$ cat config.mk
export PLATFORM = sky130hd
export DESIGN_NAME = iopmp_check_arbiter
export DESIGN_NICKNAME = d
export VERILOG_FILES = /design/src/rtl/iopmp_check_arbiter.sv
export SDC_FILE = /design/constraint.sdc
export NUM_CORES = 1
export LEC_CHECK = 0
export BUFFER_PORTS_ARGS = -buffer_cell sky130_fd_sc_hd__buf_2
export CAP_MARGIN = 10
export CORE_UTILIZATION = 43
export DETAILED_ROUTE_END_ITERATION = 8
export HOLD_SLACK_MARGIN = 0.1
export PLACE_DENSITY = 0.94
export SKIP_CTS_REPAIR_TIMING = 1
export SLEW_MARGIN = 20
export SYNTH_ARGS = -nofsm -noshare
export SYNTH_HDL_FRONTEND = slang
export SYNTH_SLANG_ARGS = --single-unit
$ cat constraint.sdc
create_clock -name clk_i -period 2.41 [get_ports clk_i]
set_input_delay 0.482 -clock clk_i [delete_from_list [all_inputs] [get_ports clk_i]]
set_output_delay 0.482 -clock clk_i [all_outputs]
set_load 0.05 [all_outputs]
$ cat src/rtl/iopmp_check_arbiter.sv
// Round-robin sequencer that shares one IOPMP permission-check port between NUM_REQ requesters.
// One check is in flight at a time: accept (IDLE), hold CHECK_LAT cycles (CHECK), respond (RESP).
package iopmp_pkg;
  typedef enum logic [1:0] {
    ACCESS_NONE  = 2'd0,
    ACCESS_READ  = 2'd1,
    ACCESS_WRITE = 2'd2,
    ACCESS_EXEC  = 2'd3
  } iopmp_access_t;
endpackage

module iopmp_check_arbiter #(
  parameter int NUM_REQ   = 4,
  parameter int PLEN      = 34,
  parameter int SID_WIDTH = 1,
  parameter int CHECK_LAT = 2,
  localparam int IDXW     = (NUM_REQ > 1) ? $clog2(NUM_REQ) : 1
) (
  input  logic                                      clk_i,
  input  logic                                      rst_i,
  input  logic [NUM_REQ-1:0]                        req_valid_i,
  output logic [NUM_REQ-1:0]                        req_ready_o,
  input  logic [NUM_REQ*PLEN-1:0]                   req_addr_i,
  input  logic [NUM_REQ*SID_WIDTH-1:0]              req_sid_i,
  input  iopmp_pkg::iopmp_access_t [NUM_REQ-1:0]    req_access_i,
  output logic [NUM_REQ-1:0]                        rsp_valid_o,
  output logic                                      rsp_allow_o,
  output logic [PLEN-1:0]                           addr_o,
  output logic [SID_WIDTH-1:0]                      sid_o,
  output iopmp_pkg::iopmp_access_t                  access_type_o,
  output logic                                      check_valid_o,
  input  logic                                      tr_i,
  output logic                                      busy_o,
  output logic [IDXW-1:0]                           grant_idx_o
);

  if (CHECK_LAT < 1 || CHECK_LAT > 15) begin : g_bad_lat
    $error("iopmp_check_arbiter: CHECK_LAT must be in 1..15");
  end
  if (NUM_REQ < 1 || NUM_REQ > 16) begin : g_bad_num
    $error("iopmp_check_arbiter: NUM_REQ must be in 1..16");
  end

  typedef enum logic [1:0] {
    ST_IDLE  = 2'd0,
    ST_CHECK = 2'd1,
    ST_RESP  = 2'd2
  } state_t;

  state_t                   state_q, state_d;
  logic [IDXW-1:0]          rr_ptr_q, rr_ptr_d;
  logic [IDXW-1:0]          grant_q, grant_d;
  logic [3:0]               lat_cnt_q, lat_cnt_d;
  logic [PLEN-1:0]          addr_q, addr_d;
  logic [SID_WIDTH-1:0]     sid_q, sid_d;
  iopmp_pkg::iopmp_access_t access_q, access_d;
  logic                     allow_q, allow_d;

  logic                     win_found;
  logic [IDXW-1:0]          win_idx;
  logic [IDXW:0]            cand;

  // Scan requesters starting at rr_ptr; cand never exceeds 2*(NUM_REQ-1) so one subtraction wraps it.
  always_comb begin
    win_found = 1'b0;
    win_idx   = '0;
    cand      = '0;
    for (int i = 0; i < NUM_REQ; i++) begin
      cand = {1'b0, rr_ptr_q} + (IDXW+1)'(i);
      if (cand >= (IDXW+1)'(NUM_REQ)) begin
        cand = cand - (IDXW+1)'(NUM_REQ);
      end
      if (!win_found && req_valid_i[cand[IDXW-1:0]]) begin
        win_found = 1'b1;
        win_idx   = cand[IDXW-1:0];
      end
    end
  end

  always_ff @(posedge clk_i) begin
    if (rst_i) begin
      state_q   <= ST_IDLE;
      rr_ptr_q  <= '0;
      grant_q   <= '0;
      lat_cnt_q <= '0;
      addr_q    <= '0;
      sid_q     <= '0;
      access_q  <= iopmp_pkg::ACCESS_NONE;
      allow_q   <= 1'b0;
    end else begin
      state_q   <= state_d;
      rr_ptr_q  <= rr_ptr_d;
      grant_q   <= grant_d;
      lat_cnt_q <= lat_cnt_d;
      addr_q    <= addr_d;
      sid_q     <= sid_d;
      access_q  <= access_d;
      allow_q   <= allow_d;
    end
  end

  always_comb begin
    state_d     = state_q;
    rr_ptr_d    = rr_ptr_q;
    grant_d     = grant_q;
    lat_cnt_d   = lat_cnt_q;
    addr_d      = addr_q;
    sid_d       = sid_q;
    access_d    = access_q;
    allow_d     = allow_q;
    req_ready_o = '0;
    rsp_valid_o = '0;

    unique case (state_q)
      ST_IDLE: begin
        if (win_found) begin
          req_ready_o = NUM_REQ'(1) << win_idx;
          addr_d      = req_addr_i[int'(win_idx)*PLEN +: PLEN];
          sid_d       = req_sid_i[int'(win_idx)*SID_WIDTH +: SID_WIDTH];
          access_d    = req_access_i[win_idx];
          grant_d     = win_idx;
          lat_cnt_d   = 4'(CHECK_LAT - 1);
          state_d     = ST_CHECK;
        end
      end
      ST_CHECK: begin
        if (lat_cnt_q == 4'd0) begin
          allow_d = tr_i;
          state_d = ST_RESP;
        end else begin
          lat_cnt_d = lat_cnt_q - 4'd1;
        end
      end
      ST_RESP: begin
        rsp_valid_o = NUM_REQ'(1) << grant_q;
        rr_ptr_d    = (grant_q == IDXW'(NUM_REQ - 1)) ? '0 : grant_q + IDXW'(1);
        state_d     = ST_IDLE;
      end
      default: state_d = ST_IDLE;
    endcase
  end

  assign rsp_allow_o   = allow_q;
  assign addr_o        = addr_q;
  assign sid_o         = sid_q;
  assign access_type_o = access_q;
  assign check_valid_o = (state_q == ST_CHECK);
  assign busy_o        = (state_q != ST_IDLE);
  assign grant_idx_o   = grant_q;

endmodule
After elaboration in Yosys (flattened, before gate mapping). Cells that the tools add are included.

Flip-flop bits (word level): 48. Bits in latches: 0. Memory bits (writable): 0. Bits in read-only memories: 0. Output and inout bits: 50. Word-level logic and storage cells: 83. Memories kept: 0.

Add/sub/neg operators: 9. Multipliers: 1. Divide/modulo/power cells: 0. Magnitude comparators: 9. Equal/unequal tests: 6. Shifts and indexed selects: 4. Multiplexer cells: 32. Bitwise operators: 0. Reductions and logical operators: 14.

Operators with widths (count): indexed part select 136 x 9 -> 34 bit (1); 2-to-1 mux 2 bit (12); 2-to-1 mux 4 bit (5); < comparator 2 x 3 -> 1 bit, second input constant (5); >= comparator 3 bit, second input constant (3); binary-select mux 1 bit (select 2 bit) (4); 2-to-1 mux 1 bit (8); case mux 4 bit (2 select lines) (1); << shifter 1 x 2 -> 4 bit, first input constant (2); subtractor 2 x 1 -> 2 bit, second input constant (4); multiplier 2 x 5 -> 7 bit, second input constant (1); adder 2 x 2 -> 3 bit, second input constant (2); AND reduction 2 bit (3); binary-select mux 2 bit (select 2 bit) (1); equality test 2 bit, second input constant (2); logical NOT 4 bit (1); inequality test 2 bit, second input constant (2); case mux 2 bit (2 select lines) (1); nonzero test 2 bit (2); indexed part select 4 x 3 -> 1 bit (1); subtractor 4 x 1 -> 4 bit, second input constant (1); adder 2 x 1 -> 3 bit, second input constant (1); >= comparator 2 x 3 -> 1 bit, second input constant (1); logical AND 1 bit (3); other kinds (6) (8).

Longest topological paths before layout. Gate-level depths: netlist of run 1.

Depth after elaboration: 17. Depth in mapped cells: 7. Depth with buffers taken out: 7.

Worst setup path before layout of run 1. Ideal clock, no wire load.

Path kind: input-to-output. From: in req_valid_i[3]. To: out req_ready_o[3]. Data arrival time: 2492 ps. Data required time: 1928 ps. Slack: -564 ps. Stages: 7. Buffers on the path: 2. Cell sequence: nand2b_1 nand4_1 nand2_1 buf_2 buf_2 nand2_1 nor3_1.

Longest elaborated chain between the ends: 15. Elaborated cells between the ends (all ways): 25. Those cells by class: shift: 1; mux: 18; reduce/logical: 6.

RTL lines: start: declaration (line 21) `input logic [NUM_REQ-1:0] req_valid_i,`; binary-select mux 1 bit (select 2 bit) (line 73) `if (!win_found && req_valid_i[cand[IDXW-1:0]]) begin`; 2-to-1 mux 1 bit (not written as such) (line 73); 2-to-1 mux 1 bit (line 73); logical NOT 1 bit (line 73); logical AND 1 bit (line 73); 2-to-1 mux 1 bit (line 73); logical NOT 1 bit (line 73); logical AND 1 bit (line 73); 2-to-1 mux 1 bit (line 73); logical NOT 1 bit (line 73); logical AND 1 bit (line 73); 2-to-1 mux 2 bit (line 73); << shifter 1 x 2 -> 4 bit (line 117) `req_ready_o = NUM_REQ'(1) << win_idx;`; 2-to-1 mux 4 bit (*) (line 116) `if (win_found) begin`; 2-to-1 mux 4 bit (*) (line 114) `unique case (state_q)`; end: declaration (line 22) `output logic [NUM_REQ-1:0] req_ready_o,`.

Every way passes the cells marked *; elsewhere a longest branch is shown, timed or not. The select of a mux whose other input is x is not followed.

Worst setup path after layout of run 1.
From: reg rr_ptr_q[0]. To: out req_ready_o[3].

Longest elaborated chain between the ends: 17. Elaborated cells between the ends (all ways): 40. Those cells by class: add/sub: 7; order compare: 4; shift: 1; mux: 22; reduce/logical: 6.

RTL lines: start: declaration (line 51) `logic [IDXW-1:0] rr_ptr_q, rr_ptr_d;`; start signal: assignment (line 92) `rr_ptr_q <= rr_ptr_d;`; parallel branches: the longest is 15 deep, another holds adder 2 x 1 -> 3 bit; 2-to-1 mux 4 bit (*) (line 116); 2-to-1 mux 4 bit (*) (line 114).

Every way passes the cells marked *. The select of a mux whose other input is x is not followed.

==> results.sh, run 1 <==
export IMPL_finalHoldViolations=0
export IMPL_grt_usage_pct=25.78
export IMPL_arrival_ns=1.77
export IMPL_worst_path_max_delay_cell="dfxtp_1"
export IMPL_final_cell_mix="buf_2 (204), dfxtp_1 (48), nand2_1 (44), mux2i_1 (40), and3_1 (37)"
export IMPL_ir_drop_mv=0.4539
export IMPL_cts_sinks=48
export IMPL_gr_total_overflow=0
export IMPL_fin_crit_ns=2.248
export IMPL_antenna_left=0
export IMPL_cap_violations=0
export IMPL_ys_seq_area_share_pct=31.17
export IMPL_clk_latency_ns=0.30
export IMPL_num_rows=30
export IMPL_async_flop_share_pct=0
export IMPL_min_period_over_period_pct=93.27
export IMPL_drtPass1Iterations=4
export IMPL_drive_gt1_share_pct=40.49
export IMPL_tns_ns=0
export IMPL_hold_class="in -> reg"
export IMPL_syn_nets=543
export IMPL_die_y_um=86.68
export IMPL_synth_seq_cells=48
export IMPL_h_tree_depth=2
export IMPL_r2r_start="rr_ptr_q[0]"
export IMPL_core_mm2=0.006869
export IMPL_routed_via_count=3682
export IMPL_max_slew_margin_pct=54.35
export IMPL_fillers=594
export IMPL_io_pins=205
export IMPL_synth_area_per_cell_um2=8.071
export IMPL_wl_per_cell_um=14.67
export IMPL_slew_viol_final=0
export IMPL_wl_um=9843
export IMPL_antenna_found_initial=2
export IMPL_cts_root_buf="clkbuf_8"
export IMPL_die_w_um=86.68
export IMPL_grt_start_max_net_pins=74
export IMPL_crit_type="reg -> out"
export IMPL_mostFrequentLayoutCell="buf_2"
export IMPL_drtIter0Drc=174
export IMPL_slowest_delay_ns=0.42
export IMPL_seqCellArea_um2=960.9
export IMPL_die_area_mm2=0.007513
export IMPL_cp_max_fo=5
export IMPL_path_clk_slew_ns=0.09
export IMPL_power_leakage_uw=0.002120
export IMPL_rsz0062_at_grt="false"
export IMPL_worstPathRequired_ns=1.93
export IMPL_netlist_area_mm2=0.003083
export IMPL_numPortBuffers=204
export IMPL_dpl_hpwl_um=7358
export IMPL_placed_area_mm2=0.004228
export IMPL_yosysTopAreaCellShare_pct=31.17
export IMPL_min_path_cells=3
export IMPL_cts_tree="yes"
export IMPL_setup_violations=0
export IMPL_reg2regPathDepth=6
export IMPL_yosys_warnings=0
export IMPL_met1_length_um=3947
export IMPL_syn_inst=382
export IMPL_drc_errors=0
export IMPL_synth_ff_type="dfxtp_1"
export IMPL_crit_path_end_kind="output port"
export IMPL_nNetsFinal=733
export IMPL_status="completed"
export IMPL_yosysUniqueCellTypes=35
export IMPL_routed_via_density=5.487
export IMPL_startpoint_type="flip-flop"
export IMPL_clk_path_buf_depth=2
export IMPL_grt_first_pass_wirelength_um=15350
export IMPL_cp_cell_sequence="nand2b_1, nand4b_1, nand2_2, nand2_1, nor3_2, buf_2"
export IMPL_whs_ns=0.4148
export IMPL_dr_wl_met2_um=5036
export IMPL_worst_r2r_endpoint="addr_o[28]"
export IMPL_route_met3_wl_um=618
export IMPL_powerDensity_mw_per_mm2=819.3
export IMPL_stdcell_area_mm2=0.004340
export IMPL_grt_pass1_vias=3454
export IMPL_fmax_ghz=0.4449
export IMPL_area_growth_pct=40.79
export IMPL_hold_path_end="rsp_allow_o"
export IMPL_fin_util_pct=63.19
export IMPL_yosysTopAreaCell="dfxtp_1"
export IMPL_yosys_top_cells_area="dfxtp_1 (31%), mux2i_1 (13%), a21boi_0 (8.8%), o211ai_1 (8.5%), and3_1 (7.5%)"
export IMPL_tightestPinTransition_ns=0.6806
export IMPL_hp_start="tr_i"
export IMPL_synth_edff_count=0
export IMPL_ff2ff_setup_slack_ns=0.39
export IMPL_cts_buffers=5
export IMPL_start_util_pct=44.88
export IMPL_routed_top_layer="met4"
export IMPL_gp_congestion=0.9005
export IMPL_multi_input_area_mm2=0.001976
export IMPL_fin_skew_ns=0.01119
[per-layer routing]
| layer | vias up | global-route usage [%] |
|---|---|---|
| met3 | 21 | 4.952 |
| met1 | 1714 | 28.94 |
| met5 | - | 0 |
| li1 | 1769 | - |
| met4 | 0 | 12.27 |
| met2 | 178 | 46.75 |
[state kept, by name (all words and copies together), names as in the netlist]
| register | count |
|---|---|
| rr_ptr_q | 2 |
| sid_o | 1 |
| addr_o | 34 |
| grant_idx_o | 2 |
| rsp_allow_o | 1 |
| access_type_o | 2 |
| state_q | 2 |
| lat_cnt_q | 4 |
[logic make-up after synthesis]
kind of cell	after synthesis	share of synthesized area [%]
compound gates	119	26.06
xor+xnor	2	0.5683
fa+ha+maj	6	2.435
buf+inv	40	5.804
flops	48	31.17
mux	40	12.99
simple gates	127	20.98
[how the worst max path moves through the flow]
stage / to / slack, ns / cells past startpoint / start
2_1_floorplan: req_ready_o[3] / -0.16 / 7 / req_valid_i[3]
3_3_place_gp: addr_o[3] / 0.24 / 7 / req_valid_i[3]
3_5_place_dp: addr_o[3] / 0.17 / 7 / req_valid_i[3]
4_1_cts: req_ready_o[0] / 0.18 / 5 / rr_ptr_q[1]
5_1_grt: req_ready_o[3] / 0.03 / 6 / rr_ptr_q[0]
6_report: req_ready_o[3] / 0.16 / 6 / rr_ptr_q[0]
[critical path: cells and delay by family (launching register included)]
kind	cells	cell delay, ns
buf+inv	1	0.28
flops	1	0.42
simple gates	5	0.77
[cells in the mapped netlist (all sizes together), types with 5 or more instances]
master / instances
nor3: 7
nand2b: 5
clkbuf: 26
o211ai: 36
nor2: 15
inv: 8
buf: 6
mux2i: 40
dfxtp: 48
ha: 6
a21boi: 36
nand2: 45
a21oi: 5
and3: 37
o21ai: 36
[stage by stage]
| step | setup WS [ns] | power, uW | std cells |
|---|---|---|---|
| floorplan | -0.1591 | 2466 | 382 |
| global placement | 0.2371 | 2922 | 661 |
| detailed placement | 0.1690 | 2978 | 661 |
| CTS | 0.1837 | 3556 | 669 |
| global route | 0.02544 | 3744 | 671 |
| finish | 0.1622 | 3556 | 671 |
[where the power goes]
| group | leakage [uW] | switching (uW) | internal, uW |
|---|---|---|---|
| clock | 0.0000552 | 276 | 309 |
| sequential | 0.000396 | 126 | 994 |
| combinational | 0.00167 | 1280 | 574 |
| total | 0.00212 | 1680 | 1880 |
[area by class of cell]
| cell class | instances | area share [%] |
|---|---|---|
| multi-input cells | 294 | 45.52 |
| repair buffers | 215 | 26.29 |
| flip-flops and latches | 48 | 22.14 |
| well taps | 96 | 2.767 |
| clock buffers | 6 | 1.672 |
| clock inverters | 2 | 0.8071 |
| inverters | 8 | 0.6918 |
| diodes | 2 | 0.1153 |
Power figures use the tool's default switching activity.
==> run 2: changes to the inputs <==
Settings changed: CELL_PAD_IN_SITES_DETAIL_PLACEMENT set to 1, CELL_PAD_IN_SITES_GLOBAL_PLACEMENT set to 1, CORE_UTILIZATION 43 to 29.
==> run 2 against run 1 <==
Total power down 0.72%. Sequential power hardly changed. Final cell count up 6.1%. Die area grew 47%. Sequential share of layout area shrank 0.35 points. Via count is 0.52% lower. Combinational power up 3%. Count of clock-buffer cells in the layout down 1. Core utilization decreased by 20 points. Register-to-register slack about the same. Wire length increased by 16%. Highest routed layer unchanged.
==> results.sh, run 2 (synthesis results as in run 1) <==
export IMPL_core_mm2=0.01032
export IMPL_start_util_pct=29.86
export IMPL_cap_violations=0
export IMPL_met1_length_um=4603
export IMPL_dr_wl_met2_um=5941
export IMPL_largest_reg_flops=34
export IMPL_fin_skew_ns=0.01787
export IMPL_powerDensity_mw_per_mm2=800.5
export IMPL_path_clk_slew_ns=0.10
export IMPL_drc_errors=0
export IMPL_final_cell_mix="buf_2 (203), dfxtp_1 (48), nand2_1 (44), mux2i_1 (40), and3_1 (37)"
export IMPL_arrival_ns=1.82
export IMPL_cp_max_fo=5
export IMPL_drtPass1Iterations=4
export IMPL_route_met3_wl_um=625
export IMPL_slew_viol_final=0
export IMPL_hold_class="in -> reg"
export IMPL_fin_crit_ns=2.300
export IMPL_rsz0062_at_grt="false"
export IMPL_clk_latency_ns=0.30
export IMPL_numPortBuffers=204
export IMPL_worstPathRequired_ns=1.93
export IMPL_grt_first_pass_wirelength_um=18000
export IMPL_clk_path_buf_depth=2
export IMPL_gr_total_overflow=0
export IMPL_wl_um=11370
export IMPL_grt_usage_pct=20.12
export IMPL_io_pins=205
export IMPL_fmax_ghz=0.4348
export IMPL_mostFrequentLayoutCell="buf_2"
export IMPL_status="completed"
export IMPL_routed_via_count=3663
export IMPL_area_growth_pct=43.06
export IMPL_grt_pass1_vias=3740
export IMPL_antenna_found_initial=0
export IMPL_drtIter0Drc=113
export IMPL_whs_ns=0.4465
export IMPL_nNetsFinal=736
export IMPL_power_leakage_uw=0.002130
export IMPL_dpl_hpwl_um=9062
export IMPL_wl_per_cell_um=15.97
export IMPL_max_slew_margin_pct=51.48
export IMPL_cts_tree="yes"
export IMPL_gp_congestion=0.8562
export IMPL_drive_gt1_share_pct=40.97
export IMPL_routed_via_density=5.145
export IMPL_finalHoldViolations=0
export IMPL_setup_violations=0
export IMPL_r2r_start="lat_cnt_q[0]"
export IMPL_crit_path_end_kind="output port"
export IMPL_antenna_left=0
export IMPL_routed_top_layer="met4"
export IMPL_cts_buffers=5
export IMPL_ir_drop_mv=0.4083
export IMPL_fin_util_pct=42.72
export IMPL_die_w_um=105.1
export IMPL_cts_root_buf="clkbuf_8"
export IMPL_hp_start="tr_i"
export IMPL_tightestPinTransition_ns=0.7234
export IMPL_diodes=0
export IMPL_startpoint_type="flip-flop"
export IMPL_startpoint="rr_ptr_q[0]"
export IMPL_num_rows=37
export IMPL_grt_start_max_net_pins=74
export IMPL_die_area_mm2=0.01105
export IMPL_die_y_um=105.1
export IMPL_h_tree_depth=2
export IMPL_cts_sinks=48
export IMPL_crit_type="reg -> out"
export IMPL_min_period_over_period_pct=95.43
==> run 2: cell types whose count changed in the layout (fill, tap and decap cells not counted), sizes merged <==
cell | before | now
bufinv | 1 | 0
clkinvlp | 0 | 1
inv | 8 | 9
buf | 215 | 217
diode | 2 | 0
==> run 2: critical path, stage by stage, from the launching register on <==
cell and delay, ns:
dfxtp_1 0.40, nand2b_1 0.18, nand4b_1 0.22, nand2_2 0.17, nand2_1 0.13, nor3_2 0.14
buf_2 0.28
==> run 2: worst paths after layout <==
kind | to | slack [ns] | cells after the start
min | rsp_allow_o | 0.45 | 3
max | req_ready_o[3] | 0.11 | 6
min reg2reg | addr_o[13] | 0.48 | 2
max reg2reg | lat_cnt_q[3] | 0.38 | 7
==> run 2: metal layers <==
metal	track usage (%)	vias to the layer above
li1	-	1768
met1	22.94	1734
met2	37.51	140
met3	4.180	21
met4	5.634	0
met5	0	-
==> run 2: cell type report <==
| class | instances | area (um2) |
|---|---|---|
| inverter | 8 | 30.03 |
| sequential | 48 | 960.9 |
| clock buffer | 5 | 68.82 |
| tap | 136 | 170.2 |
| fill | 1323 | 5913 |
| multi-input combinational | 294 | 1981 |
| clock inverter | 3 | 21.27 |
| timing repair buffer | 218 | 1179 |
==> run 2: per-stage QoR <==
step                total power [uW]  TNS, ns  worst slack, ns  std cells  instance area, um2
finish                          3530        0           0.1100        712                4410
global route                    3729        0         0.002411        712                4410
CTS                             3573        0          0.09695        712                4408
detailed placement              3060        0           0.2004        704                4318
global placement                2976        0           0.2856        704                4318
floorplan                       2466  -0.1591          -0.1591        382                3102
==> run 2: power by group <==
group | internal [uW] | switching, uW | total, uW
Combinational | 594 | 1310 | 1910
Clock | 207 | 294 | 500
Sequential | 994 | 130 | 1120
